File: src/rtl/tile_map_arbiter_if.sv
// tile_map_arbiter_if: CPU request/response bus into the tile-map arbiter.
interface tile_map_arbiter_if;
   logic        cpu_valid;
   logic        cpu_ready;
   logic        cpu_wen;
   logic [11:0] cpu_addr;
   logic [7:0]  cpu_wdata;
   logic [7:0]  cpu_rdata;
   modport master (output cpu_valid, cpu_wen, cpu_addr, cpu_wdata, input cpu_ready, cpu_rdata);
   modport slave (input cpu_valid, cpu_wen, cpu_addr, cpu_wdata, output cpu_ready, cpu_rdata);
endinterface

File: src/rtl/tile_map_arbiter.sv
// tile_map_arbiter: shares a 1R1W tile memory between video fetch, CPU accesses and a fill engine.
module tile_map_arbiter #(
   parameter int DEPTH = 2048
) (
   input  logic               clk,
   input  logic               reset,
   tile_map_arbiter_if.slave  cpu,
   input  logic               vid_ren,
   input  logic [11:0]        vid_raddr,
   output logic [7:0]         vid_rdata,
   output logic               mem_ren,
   output logic [11:0]        mem_raddr,
   input  logic [7:0]         mem_rdata,
   output logic               mem_wen,
   output logic [11:0]        mem_waddr,
   output logic [7:0]         mem_wdata
);
   typedef enum logic [1:0] {IDLE, RD_WAIT, ACK} state_t;
   localparam logic [11:0] LAST = 12'(DEPTH - 1);
   state_t      state, next;
   logic        fill_active, fill_pend, ctl_req, mem_req, cpu_rd, cpu_wr, fill_wr;
   logic [11:0] count, raddr_q, waddr_q;
   logic [7:0]  fill_val, rdata, wdata_q;
   assign vid_rdata = mem_rdata;
   assign cpu.cpu_ready = state == ACK;
   assign cpu.cpu_rdata = rdata;
   always_ff @(posedge clk)
      if (reset) state <= IDLE;
      else state <= next;
   // reset gates every request so an aborted fill or transaction issues nothing in the reset cycle
   always_comb begin
      ctl_req = state == IDLE && cpu.cpu_valid && cpu.cpu_addr[11] && !reset;
      mem_req = state == IDLE && cpu.cpu_valid && !cpu.cpu_addr[11] && !fill_active && !reset;
      cpu_rd = mem_req && !cpu.cpu_wen && !vid_ren;
      cpu_wr = mem_req && cpu.cpu_wen;
      fill_wr = fill_active && !reset;
      next = state == IDLE ? (cpu_rd ? RD_WAIT : (cpu_wr || ctl_req) ? ACK : IDLE)
           : state == RD_WAIT ? ACK : IDLE;
      mem_ren = vid_ren || cpu_rd;
      mem_raddr = vid_ren ? vid_raddr : cpu_rd ? cpu.cpu_addr : raddr_q;
      mem_wen = fill_wr || cpu_wr;
      mem_waddr = fill_wr ? count : cpu_wr ? cpu.cpu_addr : waddr_q;
      mem_wdata = fill_wr ? fill_val : cpu_wr ? cpu.cpu_wdata : wdata_q;
   end
   always_ff @(posedge clk)
      if (reset) begin
         fill_active <= 1'b0;
         fill_pend <= 1'b0;
         count <= '0;
         fill_val <= '0;
         rdata <= '0;
         raddr_q <= '0;
         waddr_q <= '0;
         wdata_q <= '0;
      end else begin
         if (mem_ren) raddr_q <= mem_raddr;
         if (mem_wen) begin
            waddr_q <= mem_waddr;
            wdata_q <= mem_wdata;
         end
         if (state == RD_WAIT) rdata <= mem_rdata;
         if (ctl_req && !cpu.cpu_wen) rdata <= cpu.cpu_addr == 12'h801 ? {7'b0, fill_active} : 8'h00;
         if (ctl_req && cpu.cpu_wen && cpu.cpu_addr == 12'h800 && !fill_active) begin
            fill_val <= cpu.cpu_wdata;
            fill_pend <= 1'b1;
         end
         // the fill begins the cycle after the control write is acknowledged
         if (state == ACK && fill_pend) begin
            fill_active <= 1'b1;
            fill_pend <= 1'b0;
            count <= '0;
         end else if (fill_active) begin
            if (count == LAST) fill_active <= 1'b0;
            else count <= count + 12'd1;
         end
      end
endmodule

File: src/flat_wrapper.sv
// flat-port wrapper written by rule: the top's interface ports become plain ports
module tile_map_arbiter_flat 
#(
   parameter int DEPTH = 2048
)
  (clk, reset, vid_ren, vid_raddr, vid_rdata, mem_ren, mem_raddr, mem_rdata, mem_wen, mem_waddr, mem_wdata, cpu_cpu_valid, cpu_cpu_wen, cpu_cpu_addr, cpu_cpu_wdata, cpu_cpu_ready, cpu_cpu_rdata);
  tile_map_arbiter_if cpu_i ();
  input  logic clk;
  input  logic reset;
  input  logic vid_ren;
  input  logic [11:0] vid_raddr;
  output logic [7:0] vid_rdata;
  output logic mem_ren;
  output logic [11:0] mem_raddr;
  input  logic [7:0] mem_rdata;
  output logic mem_wen;
  output logic [11:0] mem_waddr;
  output logic [7:0] mem_wdata;
  input wire logic [$bits(cpu_i.cpu_valid)-1:0] cpu_cpu_valid;
  input wire logic [$bits(cpu_i.cpu_wen)-1:0] cpu_cpu_wen;
  input wire logic [$bits(cpu_i.cpu_addr)-1:0] cpu_cpu_addr;
  input wire logic [$bits(cpu_i.cpu_wdata)-1:0] cpu_cpu_wdata;
  output wire logic [$bits(cpu_i.cpu_ready)-1:0] cpu_cpu_ready;
  output wire logic [$bits(cpu_i.cpu_rdata)-1:0] cpu_cpu_rdata;
  assign cpu_i.cpu_valid = cpu_cpu_valid;
  assign cpu_i.cpu_wen = cpu_cpu_wen;
  assign cpu_i.cpu_addr = cpu_cpu_addr;
  assign cpu_i.cpu_wdata = cpu_cpu_wdata;
  assign cpu_cpu_ready = cpu_i.cpu_ready;
  assign cpu_cpu_rdata = cpu_i.cpu_rdata;
  tile_map_arbiter #(.DEPTH(DEPTH)) u_core (.clk(clk), .reset(reset), .cpu(cpu_i), .vid_ren(vid_ren), .vid_raddr(vid_raddr), .vid_rdata(vid_rdata), .mem_ren(mem_ren), .mem_raddr(mem_raddr), .mem_rdata(mem_rdata), .mem_wen(mem_wen), .mem_waddr(mem_waddr), .mem_wdata(mem_wdata));
endmodule
File: config.mk
export PLATFORM = sky130hd
export DESIGN_NAME = tile_map_arbiter_flat
export DESIGN_NICKNAME = d
export VERILOG_FILES = /design/src/rtl/tile_map_arbiter_if.sv /design/src/rtl/tile_map_arbiter.sv /design/src/flat_wrapper.sv
export SDC_FILE = /design/constraint.sdc
export NUM_CORES = 1
export LEC_CHECK = 0
export CAP_MARGIN = 20
export CORE_ASPECT_RATIO = 1.75
export CORE_MARGIN = 2
export CORE_UTILIZATION = 25
export DETAILED_ROUTE_END_ITERATION = 10
export MAX_ROUTING_LAYER = met4
export SETUP_SLACK_MARGIN = 0.4
export SYNTH_ARGS = -nofsm -noshare
export SYNTH_HDL_FRONTEND = slang
export SYNTH_SLANG_ARGS = --single-unit
File: constraint.sdc
create_clock -name clk -period 6.9 [get_ports clk]
set_input_delay 1.38 -clock clk [delete_from_list [all_inputs] [get_ports clk]]
set_output_delay 1.38 -clock clk [all_outputs]
set_load 0.1 [all_outputs]
* After elaboration in Yosys (flattened, before gate mapping)
Cells that the tools add are included.
** Word-level totals
- Register bits :: 64
- Bits of input ports :: 45
- Output and inout port bits :: 51
- Logic and storage cells :: 59
** Cells by class
- Add/sub/neg operators :: 1
- Equality and inequality tests :: 5
- Muxes and demuxes :: 16
- Bitwise gates (word level) :: 1
- Reductions and logical operators :: 27
** Operator list (number)
- $mux 12 :: 4
- $mux 8 :: 4
- $eq 12x12->1 const B :: 2
- $logic_and 1x1->1 :: 15
- $add 12x1->12 const B :: 1
- $eq 12x11->1 const B :: 1
- $mux 2 :: 4
- $logic_not 1->1 :: 5
- $mux 1 :: 4
- $logic_or 1x1->1 :: 3
- $eq 2x1->1 const B :: 1
- $eq 2x2->1 const B :: 1
- $logic_not 2->1 :: 1
- $reduce_and 2->1 :: 1
- $reduce_bool 2->1 :: 1
- $reduce_or 2->1 :: 1
- $not 1->1 :: 1

* Depth between registers and ports, before layout
- Depth after elaboration :: 10
- Depth in mapped cells :: 7
- Depth with buffers taken out :: 5

* Worst setup path after synthesis
OpenSTA, ideal clock, no wires.
- Kind :: input -> output
- From :: in reset
- To :: out mem_waddr[10]
- Arrival :: 4.123 ns
- Path slack :: 1.397 ns
- Stages :: 6
- Path buffers :: 2
- Cells stage by stage :: or4_4 or3_1 buf_2 buf_6 mux2i_1 a21oi_1
** Between the ends
- Word-level cells in the longest chain between the ends :: 5
- Elaborated cells on any way between the ends :: 6
** RTL lines
- start, declared :: line flat_wrapper.sv:9 : input logic reset;
- $logic_not 1->1 * :: line tile_map_arbiter.sv:33, tile_map_arbiter.sv:36
- $logic_and 1x1->1 :: line tile_map_arbiter.sv:33 : mem_req = state == IDLE && cpu.cpu_valid && !cpu.cpu_addr[11] && !fill_active && !reset;
- $logic_and 1x1->1 :: line tile_map_arbiter.sv:35 : cpu_wr = mem_req && cpu.cpu_wen;
- $mux 12 :: line tile_map_arbiter.sv:42 : mem_waddr = fill_wr ? count : cpu_wr ? cpu.cpu_addr : waddr_q;
- $mux 12 * :: line tile_map_arbiter.sv:42
- end, declared :: line flat_wrapper.sv:17 : output logic [11:0] mem_waddr;
Every way passes the cells marked *; elsewhere a longest branch is shown, timed or not.

* Final worst setup path
- From :: in cpu_cpu_addr[11]
- To :: out mem_raddr[11]
** Between the ends
- Word-level cells in the longest chain between the ends :: 8
** RTL lines
- start, declared :: line flat_wrapper.sv:21 : input wire logic [$bits(cpu_i.cpu_addr)-1:0] cpu_cpu_addr;
- $logic_not 1->1 :: line tile_map_arbiter.sv:33
- $logic_and 1x1->1 (3 in series) :: line tile_map_arbiter.sv:33
- $logic_and 1x1->1 (2 in series) :: line tile_map_arbiter.sv:34 : cpu_rd = mem_req && !cpu.cpu_wen && !vid_ren;
- $mux 12 * (2 in series) :: line tile_map_arbiter.sv:40 : mem_raddr = vid_ren ? vid_raddr : cpu_rd ? cpu.cpu_addr : raddr_q;
- end, declared :: line flat_wrapper.sv:14 : output logic [11:0] mem_raddr;
Marked as above.

==> key figures <==
Clock tree
  – Clk sinks: 64
  – H-tree depth: 3
  – CTS Buf Count: 9
  – Clk root buf: clkbuf_16
  – CTS Buffer Depth: 2
  – Post_cts resized: 0
  – Hold_buf cts: 0
  – Setup Buffers After CTS: 0
  – CTS clk-pin slew, worst paths: roughly 0.050 ns
  – Clock Latency Late Sink: 0.33 ns
  – CTS tree: yes

Yosys
  – Number of flops mapped to enable cells by yosys: 0
  – Synth Cell Area: about 3300 sq um
  – Cell count after synthesis: 394
  – Syn_area_per_cell: a little over 8 sq um
  – Post-Syn Nets: 440
  – Ys Warns: 0
  – Top FF cell, synth: dfxtp_1
  – Distinct cells, synth: a little over 40
  – FFs w/ async S/R, synth: 0%
  – Seq/Total Area, Yosys: 39.19%
  – Synthesized flop and latch total: 64

Critical path
  – CP Cell Sequence: clkdlybuf4s50_1 > or4_4 > nor3_2 > buf_4 > o21ai_0 > clkdlybuf4s50_1
  – Critical Path Slowest Stage Cell: clkdlybuf4s50_1
  – Crit path top cell by count: clkdlybuf4s50_1
  – Setup crit end kind: output pin
  – Critical-path maximum fanout: 13
  – Critical path required time: 5.52 ns
  – Startpoint types: primary input
  – WP data arrival: roughly 3.8 ns
  – Worst path max stage delay: ~1 ns
  – Setup CP Type: primary input to output pin

Global route
  – Initial antenna violation count: 0
  – Gr usage total: 13.83%
  – First-pass GRT wire length: 14860 um
  – Number of global-route vias before repair: 2942
  – Overflow after GRT: 0
  – Largest net degree at the start of global routing: 58

STA
  – Pins Over Slew Limit: 0
  – Minimum clock period: between 5 and 6 ns
  – Final Setup Violations: 0
  – Layout Skew: a little over 0.004 ns
  – Slew HR: about a third
  – Fin crit share: roughly three quarters
  – Max Freq: 192.6 MHz
  – Setup TNS: 0 ns
  – Hold Vio Cnt, Final: 0
  – Unrepaired setup endpoints after global routing: false
  – Worst-margin pin slew: roughly 1.0 ns

Routing
  – Starting DRC count in detailed routing: 85
  – Final ANT Viol Nets: 0
  – DRC: 0
  – First-pass iteration count of the detailed router: 4
  – Routed WL per cell: ~14 um
  – Met2 WL: ~4900 um
  – Vias post-DR: between 2000 and 3000
  – Total routed wirelength: roughly 9300 um
  – Highest Signal Layer: met4
  – M1 WL: a little under 4000 um
  – Met3 WL: about 250 um
  – Drt via density: around 4.6

Layout
  – Post-synthesis to final-layout area growth: 39.15%
  – Layout cells sized above 1: between 10% and 20%
  – Final core utilization: between 30% and 40%
  – Diodes inserted: 0
  – Net count, final: ~520

Die
  – Die area: roughly 14000 sq um
  – Die Y: 155.3 um
  – Die width: ~90 um
  – Num rows: 55
  – Initial Utilization: 25.41%
  – Core area: between 10000 and 15000 sq um
  – Ports: 96

Job
  – Max Cap Viol: 0

Run status
  – Status: complete, no violations

Power
  – Power Density: 236.4 nW/um^2
  – Static Leak: just under 2 nW
  – Peak supply drop: between 100 and 150 uV

Worst hold path
  – Worst min path class: flop to flop

Placed design
  – RePlAce Congestion: approximately 0.8
  – Port bufs: 95
  – DP HPWL: between 6000 and 7000 um
where the power goes:
| part | total [W] | switching [W] | internal (W) |
|---|---|---|---|
| clock network | 0.000478 | 0.000160 | 0.000318 |
| registers | 0.000381 | 0.00000274 | 0.000378 |
| logic | 0.000216 | 0.000152 | 0.0000640 |
layer usage:
metal	GRT usage, %	vias up
li1	-	1513
met1	14.86	1391
met2	24.35	62
met3	2.809	15
met4	6.447	0
met5	-	-
Yosys cell counts (3+ instances only):
library cell / number / area share, %
a211oi_1: 20 / 4.6
nand3_1: 7 / 1.1
xnor2_1: 4 / 1.1
inv_1: 6 / 0.69
nor3_1: 15 / 2.3
nand4_1: 4 / 0.77
clkbuf_1: 23 / 2.6
nor4_1: 5 / 0.96
nor2b_1: 14 / 2.7
buf_2: 3 / 0.46
buf_4: 8 / 1.8
a21oi_1: 22 / 3.4
o21ai_0: 4 / 0.61
nand2b_1: 19 / 3.6
nor2_1: 86 / 9.9
dfxtp_1: 64 / 39
mux2_2: 11 / 3.8
buf_6: 3 / 1.0
nand2_1: 12 / 1.4
mux2i_1: 37 / 11
path summary, 6_finish.rpt:
path                      startpoint                  to  slack [ns]  cells past startpoint
setup / recovery    cpu_cpu_addr[11]       mem_raddr[11]        1.71                      6
hold / removal      u_core.fill_pend  u_core.fill_active        0.48                      2
setup reg to reg  u_core.fill_active   u_core.wdata_q[1]        4.71                      5
hold reg to reg     u_core.fill_pend  u_core.fill_active        0.48                      2
cells in the final DEF (no fill, tap or decap), types with 2 or more instances in the layout:
cell / n
nor2_1: 86
dfxtp_1: 64
clkdlybuf4s50_1: 61
buf_4: 39
mux2i_1: 37
a21oi_1: 22
a211oi_1: 20
nand2b_1: 19
nor3_1: 15
nor2b_1: 14
nand2_1: 12
mux2_2: 11
clkbuf_16: 9
nand3_1: 7
inv_1: 6
o21ai_0: 4
nor4_1: 4
nand4_1: 4
xnor2_1: 4
clkbuf_8: 4
or2_2: 2
or3_1: 2
a21o_1: 2
and4_1: 2
a31oi_1: 2
a311oi_1: 2
critical path: cells and delay by family:
| family | cells | cell delay [ns] |
|---|---|---|
| AO/OA/AOI/OAI | 1 | 0.14 |
| buffers and inverters | 3 | 1.66 |
| AND/OR/NAND/NOR | 2 | 0.63 |
sequential cells by signal, summed over array words and instances (netlist names):
register	cells
u_core.count	12
u_core.cpu.cpu_rdata	8
u_core.fill_active	1
u_core.fill_pend	1
u_core.fill_val	8
u_core.raddr_q	12
u_core.state	2
u_core.waddr_q	12
u_core.wdata_q	8
final cells by class:
class	count	area, sq um
fill	1355	8319
timing repair buffer	102	935.9
sequential	64	1281
tap	171	214.0
clock inverter	2	35.03
clock buffer	14	284.0
multi-input combinational	287	1777
inverter	6	22.52
through the flow:
step	cell area (sq um)	cells	total power (W)	hold WS, ns	setup slack, ns
after detailed placement	4230	630	0.0006062	0.4647	1.718
after global routing	4549	646	0.001121	0.5172	1.597
after CTS	4549	646	0.001089	0.4793	1.703
after global placement	4203	629	0.0006048	0.4612	1.719
final	4549	646	0.001075	0.4794	1.709
after floorplan	3269	394	0.0005443	0.4409	1.397
cell families after synthesis:
kind of cell | after synthesis | synth area share [%]
AO/OA/AOI/OAI | 58 | 11.37
XOR/XNOR | 4 | 1.071
adder cells (fa/ha/maj) | 1 | 0.3826
buffers and inverters | 43 | 6.659
flip-flops | 64 | 39.19
multiplexers | 48 | 15.12
AND/OR/NAND/NOR | 176 | 26.21
Power figures use the tool's default switching activity.
